File: config.mk
export PLATFORM = sky130hd
export DESIGN_NAME = bound_flasher_seq
export DESIGN_NICKNAME = d
export VERILOG_FILES = /design/src/rtl/bound_flasher_pkg.sv /design/src/rtl/step_tick_gen.sv /design/src/rtl/bound_flasher_seq.sv
export SDC_FILE = /design/constraint.sdc
export NUM_CORES = 1
export LEC_CHECK = 0
export ABC_AREA = 1
export CORE_ASPECT_RATIO = 1.2
export CORE_MARGIN = 10
export CORE_UTILIZATION = 57
export DETAILED_ROUTE_END_ITERATION = 8
export PLACE_DENSITY = 0.79
export SLEW_MARGIN = 20
export SYNTH_ARGS = -nofsm -noshare
export SYNTH_HDL_FRONTEND = slang
export SYNTH_HIERARCHICAL = 1
export SYNTH_SLANG_ARGS = --single-unit
export TNS_END_PERCENT = 100
File: constraint.sdc
create_clock -name clk -period 4.15 [get_ports clk]
set_input_delay 0.83 -clock clk [delete_from_list [all_inputs] [get_ports clk]]
set_output_delay 0.83 -clock clk [all_outputs]
set_load 0.05 [all_outputs]
File: src/rtl/bound_flasher_pkg.sv
// bound_flasher_pkg: shared state encoding and thermometer helper for the bound flasher.
package bound_flasher_pkg;
  typedef enum logic [1:0] {IDLE, UP, DOWN} state_t;
  function automatic logic [63:0] therm(input int unsigned n);
    return n >= 64 ? '1 : (64'd1 << n) - 64'd1;
  endfunction
endpackage

File: src/rtl/step_tick_gen.sv
// step_tick_gen: prescaler producing a one-clk tick every STEP_DIV enabled clocks.
module step_tick_gen #(
  parameter int STEP_DIV = 1
) (
  input  logic clk,
  input  logic rst,
  input  logic enable,
  output logic tick
);
  localparam int DW = STEP_DIV > 1 ? $clog2(STEP_DIV) : 1;
  localparam logic [DW-1:0] LAST = DW'(STEP_DIV - 1);
  logic [DW-1:0] cnt;
  assign tick = enable && cnt == LAST;
  always_ff @(posedge clk) begin
    if (rst) cnt <= '0;
    else if (enable) cnt <= tick ? '0 : cnt + DW'(1);
  end
endmodule

File: src/rtl/bound_flasher_seq.sv
// bound_flasher_seq: table-driven UP/DOWN thermometer sweeps with flick start and kickback.
module bound_flasher_seq
  import bound_flasher_pkg::*;
#(
  parameter int WIDTH = 16,
  parameter int CW = $clog2(WIDTH + 1),
  parameter int NUM_PHASES = 6,
  parameter logic [NUM_PHASES*CW-1:0] BOUNDS = {5'd0, 5'd6, 5'd0, 5'd11, 5'd5, 5'd16},
  parameter logic [WIDTH:0] CHECKPOINTS = 17'h00021,
  parameter int STEP_DIV = 1,
  parameter int PW = NUM_PHASES > 1 ? $clog2(NUM_PHASES) : 1
) (
  input  logic clk,
  input  logic rst,
  input  logic flick,
  input  logic enable,
  input  logic repeat_mode,
  output logic [WIDTH-1:0] led,
  output logic [PW-1:0] phase,
  output logic busy,
  output logic done
);
  localparam logic [PW-1:0] LAST_PH = PW'(NUM_PHASES - 1);
  localparam logic [CW-1:0] MAX_CNT = CW'(WIDTH);
  state_t state, state_n;
  logic [CW-1:0] cnt, cnt_n, raw_b, bnd;
  logic [PW-1:0] phase_n;
  logic tick, flick_req, eff, fin;
  step_tick_gen #(.STEP_DIV(STEP_DIV)) u_tick (
    .clk(clk),
    .rst(rst),
    .enable(enable),
    .tick(tick)
  );
  assign eff = flick | flick_req;
  assign busy = state != IDLE;
  assign raw_b = BOUNDS[int'(phase)*CW +: CW];
  assign bnd = raw_b > MAX_CNT ? MAX_CNT : raw_b;
  always_comb begin
    state_n = state;
    cnt_n = cnt;
    phase_n = phase;
    fin = 1'b0;
    if (tick) begin
      case (state)
        IDLE: if (eff) begin
          state_n = UP;
          phase_n = '0;
          cnt_n = '0;
        end
        UP: if (cnt < bnd) cnt_n = cnt + CW'(1);
        else if (phase != LAST_PH) begin
          state_n = DOWN;
          phase_n = phase + PW'(1);
          cnt_n = cnt == '0 ? cnt : cnt - CW'(1);
        end else fin = 1'b1;
        DOWN: if (eff && phase != LAST_PH && CHECKPOINTS[cnt]) begin
          state_n = UP;
          phase_n = phase - PW'(1);
        end else if (cnt > bnd) cnt_n = cnt - CW'(1);
        else if (phase != LAST_PH) begin
          state_n = UP;
          phase_n = phase + PW'(1);
          cnt_n = cnt == MAX_CNT ? cnt : cnt + CW'(1);
        end else fin = 1'b1;
        default: state_n = IDLE;
      endcase
      if (fin) begin
        state_n = repeat_mode ? UP : IDLE;
        phase_n = '0;
        cnt_n = '0;
      end
    end
  end
  always_ff @(posedge clk) begin
    if (rst) begin
      state <= IDLE;
      cnt <= '0;
      phase <= '0;
      led <= '0;
      done <= 1'b0;
      flick_req <= 1'b0;
    end else begin
      state <= state_n;
      cnt <= cnt_n;
      phase <= phase_n;
      led <= WIDTH'(therm(32'(cnt_n)));
      done <= fin;
      flick_req <= tick ? 1'b0 : flick_req | flick;
    end
  end
endmodule
# Yosys cells after proc, flatten, opt, wreduce, memory -nomap -nowiden
# Memory sizes are Yosys's and may differ from the RTL's. A register that Yosys moved wholly into a read port is not among the register bits.
# Cells that the tools add are included.
[totals]
reg_bits = 29
romBits = 32
input_bits = 5
output_inout_bits = 21
elab_cells = 81
memories = 1
[op_classes]
addsub = 6
n_mul = 1
magnitude_cmp = 4
n_eq_ne = 9
n_shift = 2
muxes = 37
bitwise_logic = 3
reduce_logical = 11
[mem_list]
columns = ["memory", "words", "word_bits", "rd", "rd_ports_with_merged_regs", "write_ports", "line", "source"]
rows = [
  ["(no name shown)", 32, 1, 1, 1, 0, "bound_flasher_seq.sv:57", "DOWN: if (eff && phase != LAST_PH && CHECKPOINTS[cnt]) begin"],
]
[op_table]
columns = ["op", "count"]
rows = [
  ["$mux W5", 12],
  ["$shiftx A30 B7 Y5 const A", 1],
  ["$mux W3", 6],
  ["$shl A1 B5 Y16 const A", 1],
  ["$sub A16 B1 Y16 const B", 1],
  ["$pmux W5 S3", 1],
  ["$mux W2", 7],
  ["$ne A3 B3 Y1 const B", 4],
  ["$pmux W3 S3", 1],
  ["$mux W1", 8],
  ["$ne A4 B4 Y1 const B", 2],
  ["$lt A5 B6 Y1 const B", 1],
  ["$mul A3 B3 Y6 const B", 1],
  ["$pmux W2 S3", 1],
  ["$reduce_and A6 Y1", 1],
  ["$add A5 B1 Y5 const B", 1],
  ["$eq A5 B5 Y1 const B", 1],
  ["$gt A5 B5 Y1", 1],
  ["$gt A5 B5 Y1 const B", 1],
  ["$logic_not A5 Y1", 1],
  ["$lt A5 B5 Y1", 1],
  ["$reduce_and A5 Y1", 1],
  ["$sub A5 B1 Y5 const B", 1],
  ["$reduce_bool A4 Y1", 1],
  ["other kinds (12)", 16],
]

# Logic depth before layout (Yosys ltp)
# Gate-level depths: netlist (run 1).
[logic_depth]
depth_word = 13
ltp_mapped = 28
depth_no_buf = 28

# Cells and area by module
# Netlist (run 1), hierarchy kept.
[by_module_without_submodules]
columns = ["mod", "n_inst", "cells_per_inst", "area_per_inst_um2", "seq_area_each_um2"]
rows = [
  ["bound_flasher_seq", 1, 368, 2352.3, 580.6],
  ["step_tick_gen", 1, 5, 37.5, 20.0],
]

# Worst setup path after synthesis (run 1)
# OpenSTA, ideal clock, no wires.
[synth_timing]
path_kind = "reg2reg"
from = "register phase[0]"
to = "register led[14]"
setup_time_ps = 115
arrival_ps = 3440
required_ps = 4035
slack_ps = 595
path_stages_with_launch = 27
path_buffers = 1
period_less_slack_ps = 3555
cell_sequence = "dfxtp_1 inv_1 ha_1 nand2_1 inv_1 a21oi_1 ha_1 nand2_1 nor2_4 nand2_2 nand3_4 buf_6 nor2_1 nor2_1 nand2_1 nand2_1 nor2_2 o21bai_1 nor2_4 inv_1 nor2_1 inv_1 ha_1 nand3_2 nor2_2 a21oi_1 nor2_1"
[synth_between]
elab_chain_len = 13
word_cells_on_any_way = 25
cone_classes = "1 x add/sub; 1 x mul; 3 x order compare; 1 x eq/ne; 2 x shift; 15 x mux; 2 x reduce/logical"
[synth_rtl]
columns = ["element", "line", "source"]
rows = [
  ["start, declared", "bound_flasher_seq.sv:19", "output logic [PW-1:0] phase,"],
  ["start signal, assigned", "bound_flasher_seq.sv:86", "phase <= phase_n;"],
  ["$mul A3 B3 Y6", "bound_flasher_seq.sv:37", "assign raw_b = BOUNDS[int'(phase)*CW +: CW];"],
  ["$shiftx A30 B7 Y5", "bound_flasher_seq.sv:37", ""],
  ["$gt A5 B5 Y1", "bound_flasher_seq.sv:38", "assign bnd = raw_b > MAX_CNT ? MAX_CNT : raw_b;"],
  ["$mux W5", "bound_flasher_seq.sv:38", ""],
  ["$gt A5 B5 Y1", "bound_flasher_seq.sv:60", "end else if (cnt > bnd) cnt_n = cnt - CW'(1);"],
  ["$mux W1", "bound_flasher_seq.sv:60", ""],
  ["$mux W1", "bound_flasher_seq.sv:57", ""],
  ["$pmux W1 S2", "bound_flasher_seq.sv:45", "case (state)"],
  ["$mux W1", "bound_flasher_seq.sv:44", "if (tick) begin"],
  ["$mux W5 (*)", "bound_flasher_seq.sv:68", "if (fin) begin"],
  ["$mux W5 (*)", "bound_flasher_seq.sv:44", ""],
  ["$shl A1 B5 Y16 (*)", "bound_flasher_pkg.sv:5", "return n >= 64 ? '1 : (64'd1 << n) - 64'd1;"],
  ["$sub A16 B1 Y16 (*)", "bound_flasher_pkg.sv:5", ""],
  ["end signal, assigned", "bound_flasher_seq.sv:87", "led <= WIDTH'(therm(32'(cnt_n)));"],
  ["end, declared", "bound_flasher_seq.sv:18", "output logic [WIDTH-1:0] led,"],
]
# Every way passes the cells marked *; elsewhere a longest branch is shown, timed or not. The select of a mux whose other input is x is not followed.
# A chain may end at the register's enable or synchronous reset.

# Final worst setup path (run 1)
# Ends and elaborated chain as after synthesis.

==> reports/qor.csv, run 1 <==
stage,metric,value,unit
outcome,status,completed,
drt,initial DRC count,306,
die,initial core utilization,59.69,%
timing,Clock Skew,0.008794,ns
die,# rows,25,
global_routing,initial antenna violation count,0,
min_path,Hold Crit Depth,2,
timing,Hold Slack,0.4702,ns
synth,Async SR Flop Fraction,0,%
synth,YS warnings,6,
worst_setup_path,Worst path slowest cell,dfxtp_1,
finish,antenna cells,0,
synth,"Seq/Total Area, Yosys",25.13,%
synth,Synthesized Nets,395,
run,max_cap viols,0,
clocking,Clock Tree Root,clkbuf_8,
worst_setup_path,startpoint types,register,
synth,Post-Syn Area,2390,µm²
clocking,CTS tree,built,
die,Die Span Y,90.93,µm
synth,number of synthesized flops with an enable pin,0,
clocking,postcts setup bufs,0,
worst_setup_path,CP Max Fanout,16,
clocking,post_cts resized,0,
clocking,cts hold-fix bufs,0,
clocking,H-Tree Level Count,2,
finish,layout cell share with drive strength beyond 1,10.33,%
synth,Synth Area per Inst,6.407,µm²
global_routing,number of global-route vias before repair,2332,
timing,Peak Freq,274.1,MHz
worst_setup_path,Worst setup EP type,register,
placement,Final Wtd Congestion,0.9669,
synth,Synth area leader,dfxtp_1,
placement,post-place setup slack,0.5365,ns
worst_setup_path,R2R cell count,25,
synth,"top cells by area, synth","dfxtp_1 (25%), nand2_1 (15%), ha_1 (8.9%)",
drt,DRC Markers,0,
clocking,total CTS buffers,5,
worst_setup_path,CP peak stage delay,0.42,ns
die,Top Ports,26,
synth,Synth Flop Type,dfxtp_1,
timing,fin crit share,87.90,%
placement,number of buffers added on ports,25,
drt,DRT antenna net count,0,
synth,"flops & latches, synth",30,
pwr,Max VDD drop,0.4722,mV
synth,post-synth top area share,25.13,%
timing,minimum clock period,3.648,ns
drt,per-cell routed wire length,13.66,µm
clocking,clk sinks,30,
placement,dpl cells,443,
timing,Setup Viol. Count Final,0,
timing,Final Hold Fails,0,
synth,Post-synth top cells,"nand2_1 (97), nor2_1 (48), inv_1 (44)",
worst_setup_path,CP required,4.32,ns
finish,Final nets,418,
clocking,"CTS clk-pin slew, worst paths",0.06,ns
drt,drt total wl,6159,µm
worst_setup_path,WS Path Type,reg -> reg,
global_routing,first-pass GRT wire length,10550,µm
finish,final std cells w/o fill,451,
drt,Vias/cell,5.417,
global_routing,largest net degree at the start of global routing,20,
worst_setup_path,number of buffers and inverters on the critical path,3,
worst_setup_path,Crit path depth,25,
finish,area of the multi-input gates,1562,µm²
worst_setup_path,arrival time at the worst endpoint,3.82,ns
pwr,static leakage,1.358,nW
drt,via count,2443,
timing,Fin Setup TNS,0,ns
timing,slew margin rel.,50.34,%
clocking,Clock Tree Buf Depth,2,
timing,PnR worst setup slack,0.5023,ns
die,Die X,79.11,µm
pwr,pwr/cell area,514.7,nW/µm²
finish,FF+latch area,600.6,µm²
die,total die area,7193,µm²
finish,synthesis-to-finish area growth,15.13,%
timing,Max Slew Vio Count,0,
synth,most frequent cell after synthesis,nand2_1,
timing,worst slew pin tran,0.7426,ns
global_routing,gr usage total,17.38,%
placement,dpl hpwl,4617,µm
synth,Synth cell types,40,
die,Core ar.,4004,µm²
finish,fillcell total,396,
drt,TritonRoute pass-1 iters,4,
min_path,Min-Delay Path Class,reg -> reg,
worst_setup_path,CP top delay family,simple AND/OR/NAND/NOR gates,
pwr,post-layout power,1.416,mW
synth,cells after synthesis,373,
clocking,clk_lat worst skew,0.28,ns
global_routing,GRT overflow,0,
timing,RSZ-0062 raised after global routing,false,
## logic make-up after synthesis
| kind of cell | count (synthesis) | share of synthesized area, % |
|---|---|---|
| buffers and inverters | 57 | 9.528 |
| AO/OA/AOI/OAI | 47 | 12.30 |
| flip-flops | 30 | 25.13 |
| XOR/XNOR | 2 | 0.7331 |
| adder cells (fa/ha/maj) | 17 | 8.900 |
| AND/OR/NAND/NOR | 220 | 43.40 |
## where the power goes
group / switching [mW] / internal, mW
logic: 0.551 / 0.252
clock network: 0.101 / 0.133
registers: 0.0334 / 0.345
total: 0.685 / 0.731
## layout make-up
type / instances / share of cell area, %
timing repair buffer: 25 / 9.095
clock buffer: 7 / 3.138
inverter: 48 / 6.548
multi-input combinational: 286 / 56.75
clock inverter: 1 / 0.1819
tap: 54 / 2.456
sequential: 30 / 21.83
## layout by cell type, fill, tap and decap left out, types with 2 or more instances in the layout
| cell | instances |
|---|---|
| a211oi_1 | 5 |
| a21oi_1 | 17 |
| a21oi_4 | 2 |
| clkbuf_8 | 6 |
| clkdlybuf4s50_1 | 25 |
| dfxtp_1 | 30 |
| ha_1 | 17 |
| inv_1 | 44 |
| inv_2 | 3 |
| nand2_1 | 97 |
| nand2_2 | 6 |
| nand2_4 | 3 |
| nand3_1 | 37 |
| nand3_2 | 7 |
| nand4_1 | 5 |
| nor2_1 | 48 |
| nor2_2 | 4 |
| nor2_4 | 4 |
| nor3_1 | 3 |
| o21ai_0 | 11 |
| o21ai_1 | 3 |
| or2_2 | 2 |
| xor2_1 | 2 |
## flip-flops by register name, summed over array words and instances (netlist names), named ones only
signal	count
led	16
cnt	5
phase	3
state	2
done	1
flick_req	1
u_tick/cnt	1
## stage by stage
| step | utilization, % | area (µm²) |
|---|---|---|
| after CTS | 68.72 | 2751 |
| after global routing | 68.72 | 2751 |
| after floorplan | - | 2390 |
| after detailed placement | 66.44 | 2660 |
| after global placement | 66.44 | 2660 |
| final | 68.72 | 2751 |
## final timing paths
path                end  slack [ns]        from
max             led[14]        0.50    phase[0]
min          u_tick/cnt        0.47  u_tick/cnt
max reg2reg     led[14]        0.50    phase[0]
min reg2reg  u_tick/cnt        0.47  u_tick/cnt
## per-layer routing
layer  GRT usage [%]  up-vias  share of wire (%)
met4           8.383        0                3.0
met2           30.25       70                 50
met5               0        -                  0
met1           19.31     1112                 41
met3           3.748       15                6.0
li1                -     1246                  -
## worst reg2reg max path, delay by kind of cell, from the launching register on
kind                     cells  cell delay (ns)
AO/OA/AOI/OAI                2             0.35
flip-flops                   1             0.42
adder cells (fa/ha/maj)      3             0.72
AND/OR/NAND/NOR             17             1.78
buffers and inverters        3             0.28
No activity file was read; power rests on OpenSTA's default activity.
==> run 2, diff against run 1 <==
--- a/config.mk
+++ b/config.mk
@@ -6,11 +6,14 @@
 export NUM_CORES = 1
 export LEC_CHECK = 0
 export ABC_AREA = 1
+export ABC_CLOCK_PERIOD_IN_PS = 4150
 export CORE_ASPECT_RATIO = 1.2
 export CORE_MARGIN = 10
 export CORE_UTILIZATION = 57
 export DETAILED_ROUTE_END_ITERATION = 8
+export MAX_ROUTING_LAYER = met4
 export PLACE_DENSITY = 0.79
+export SKIP_LAST_GASP = 1
 export SLEW_MARGIN = 20
 export SYNTH_ARGS = -nofsm -noshare
 export SYNTH_HDL_FRONTEND = slang
==> run 2 against run 1 <==
  * Critical path depth stayed put
  * First-iteration DRC count fell by 0.65%
  * Clock skew about the same
  * Via count stayed put
  * Clock power about the same
  * Sequential power hardly changed
  * Clock-buffer cell count unchanged
  * Routed wire length shrank 0.36%
  * Final area unchanged
  * Non-clock buffer count is the same
  * Global-route usage rose by 0.50 points
  * Sequential cell count did not move
  * Highest routed layer unchanged
==> reports/qor.csv, run 2 (synthesis results as in run 1) <==
stage,metric,value,unit,change
timing,fin crit share,87.80,%,-0.097 points
drt,DRC Markers,0,,unchanged
worst_setup_path,startpoint types,register,,
drt,initial DRC count,304,,-0.65%
pwr,net load switching power,0.6837,mW,-0.24%
global_routing,met1 Track Usage GR,19.77,%,+0.46 points
worst_setup_path,Reg2Reg Setup Slack,0.51,ns,about the same
worst_setup_path,Worst path slowest cell,dfxtp_1,,
timing,Max Slew Vio Count,0,,unchanged
global_routing,first-pass GRT wire length,10540,µm,about the same
die,Die Span Y,90.93,µm,unchanged
clocking,cts hold-fix bufs,0,,unchanged
clocking,clk sinks,30,,unchanged
clocking,total CTS buffers,5,,unchanged
worst_setup_path,CP required,4.32,ns,about the same
worst_setup_path,CP Max Fanout,16,,unchanged
timing,worst slew pin tran,0.7553,ns,+0.01272 ns
clocking,post_cts resized,0,,unchanged
global_routing,initial antenna violation count,0,,unchanged
global_routing,number of global-route vias before repair,2339,,+0.30%
clocking,postcts setup bufs,0,,unchanged
finish,Largest register FFs,16,,unchanged
global_routing,met3 usage,2.959,%,-0.79 points
pwr,Comb pwr share,56.7,%,about the same
worst_setup_path,WS Path Type,reg -> reg,,
clocking,CTS tree,built,,
timing,Fin Setup TNS,0,ns,unchanged
worst_setup_path,R2R cell count,25,,unchanged
placement,number of buffers added on ports,25,,unchanged
clocking,Clock Tree Buf Depth,2,,unchanged
global_routing,met2 Usage GRT,30.25,%,unchanged
pwr,Power Internal,0.7310,mW,about the same
min_path,Worst Hold Endpoint,u_tick/cnt,,
drt,via count,2443,,unchanged
min_path,Min-Delay Path Class,reg -> reg,,
pwr,clock network power share,16.5,%,about the same
drt,drt total wl,6137,µm,-0.36%
drt,per-cell routed wire length,13.61,µm,-0.36%
finish,antenna cells,0,,unchanged
die,Top Ports,26,,unchanged
finish,layout cell share with drive strength beyond 1,10.33,%,unchanged
pwr,pwr/cell area,514.2,nW/µm²,-0.11%
outcome,status,completed,,
finish,Biggest register,led,,
pwr,Sequential Power Share,26.7,%,about the same
drt,DRT antenna net count,0,,unchanged
pwr,Max VDD drop,0.4723,mV,about the same
finish,Largest regs,"led (16), cnt (5), phase (3)",,
clocking,clk_lat worst skew,0.28,ns,about the same
finish,fillcell total,396,,unchanged
timing,slew margin rel.,49.49,%,-0.85 points
timing,Peak Freq,274.4,MHz,+0.11%
min_path,Hold Crit Depth,2,,unchanged
run,max_cap viols,0,,unchanged
die,total die area,7193,µm²,unchanged
worst_setup_path,reg2reg end,led[14],,
finish,most frequent cells in the layout,"nand2_1 (97), nor2_1 (48), inv_1 (44), nand3_1 (37), dfxtp_1 (30)",,
timing,Final Hold Fails,0,,unchanged
die,initial core utilization,59.69,%,unchanged
worst_setup_path,Worst setup EP type,register,,
drt,Vias/cell,5.417,,unchanged
finish,final std cells w/o fill,451,,unchanged
global_routing,GRT overflow,0,,unchanged
placement,dpl hpwl,4617,µm,unchanged
timing,Hold Slack,0.4693,ns,-0.0009140 ns
global_routing,gr usage total,17.88,%,+0.50 points
finish,synthesis-to-finish area growth,15.13,%,unchanged
finish,"most common cell after layout, fill and taps aside",nand2_1,,
timing,minimum clock period,3.644,ns,-0.004005 ns
clocking,"CTS clk-pin slew, worst paths",0.06,ns,about the same
worst_setup_path,reg2reg start,phase[0],,
min_path,Hold Crit Start,u_tick/cnt,,
timing,Setup Viol. Count Final,0,,unchanged
die,# rows,25,,unchanged
drt,TritonRoute pass-1 iters,4,,unchanged
clocking,Clock Tree Root,clkbuf_8,,
pwr,static leakage,1.358,nW,unchanged
die,Die X,79.11,µm,unchanged
die,Core ar.,4004,µm²,unchanged
timing,Clock Skew,0.009110,ns,+0.0003169 ns
global_routing,largest net degree at the start of global routing,20,,unchanged
placement,Final Wtd Congestion,0.9847,,+1.8%
worst_setup_path,arrival time at the worst endpoint,3.81,ns,about the same
finish,Final nets,418,,unchanged
global_routing,grt peak-use layer,met2,,
placement,dpl cells,443,,unchanged
worst_setup_path,CP peak stage delay,0.41,ns,about the same
pwr,switching share of total power,48.33,%,-0.063 points
timing,RSZ-0062 raised after global routing,false,,
clocking,H-Tree Level Count,2,,unchanged
run 2: cell counts in the layout (fill, tap and decap cells not counted):
No cell type changed its count.
run 2: metrics by stage:
step	instance area [µm²]	worst slack, ns	power [mW]	util [%]
floorplan	2390	0.5954	0.9898	-
global placement	2660	0.5898	1.173	66.44
detailed placement	2660	0.5365	1.178	66.44
CTS	2751	0.5445	1.419	68.72
global route	2751	0.1804	1.517	68.72
finish	2751	0.5063	1.415	68.72
run 2: power by group through the flow:
stage	combinational [mW]	clock, mW	sequential (mW)
2_1_floorplan	0.453	0	0.537
3_3_place_gp	0.790	0	0.383
3_5_place_dp	0.795	0	0.383
4_1_cts	0.802	0.239	0.378
5_1_grt	0.881	0.253	0.383
6_report	0.803	0.234	0.378
run 2: area by class of cell:
class | instances | area, µm² | share of cell area [%]
Sequential cell | 30 | 600.6 | 21.83
Inverter | 48 | 180.2 | 6.548
Clock inverter | 1 | 5.005 | 0.1819
Timing Repair Buffer | 25 | 250.2 | 9.095
Multi-Input combinational cell | 286 | 1562 | 56.75
Tap cell | 54 | 67.56 | 2.456
Clock buffer | 7 | 86.33 | 3.138
run 2: worst max-delay path by stage:
stage          slack, ns      end     start
6_report            0.51  led[14]  phase[0]
5_1_grt             0.18  led[14]  phase[1]
4_1_cts             0.54  led[14]  phase[0]
3_5_place_dp        0.54  led[14]     flick
3_3_place_gp        0.59  led[14]     flick
2_1_floorplan       0.60  led[14]  phase[0]
run 2: critical path: cells and delay by family (launching register included):
kind | cells | cell delay (ns)
and+or+nand+nor | 17 | 1.75
adders and majority gates | 3 | 0.72
DFF | 1 | 0.41
AOI/OAI and AO/OA | 2 | 0.35
buffers and inverters | 3 | 0.28
run 2: routing by layer:
| layer | up-vias | share of wire, % |
|---|---|---|
| met4 | 0 | 2.8 |
| met5 | - | 0 |
| met2 | 71 | 51 |
| met1 | 1112 | 42 |
| met3 | 16 | 4.7 |
| li1 | 1244 | - |
==> run 3, diff against run 2 <==
--- a/config.mk
+++ b/config.mk
@@ -11,6 +11,7 @@
 export CORE_MARGIN = 10
 export CORE_UTILIZATION = 57
 export DETAILED_ROUTE_END_ITERATION = 8
+export GPL_ROUTABILITY_DRIVEN = 0
 export MAX_ROUTING_LAYER = met4
 export PLACE_DENSITY = 0.79
 export SKIP_LAST_GASP = 1
==> results of run 3 <==
The final DEF is identical to that of run 2; final timing and power are the same.
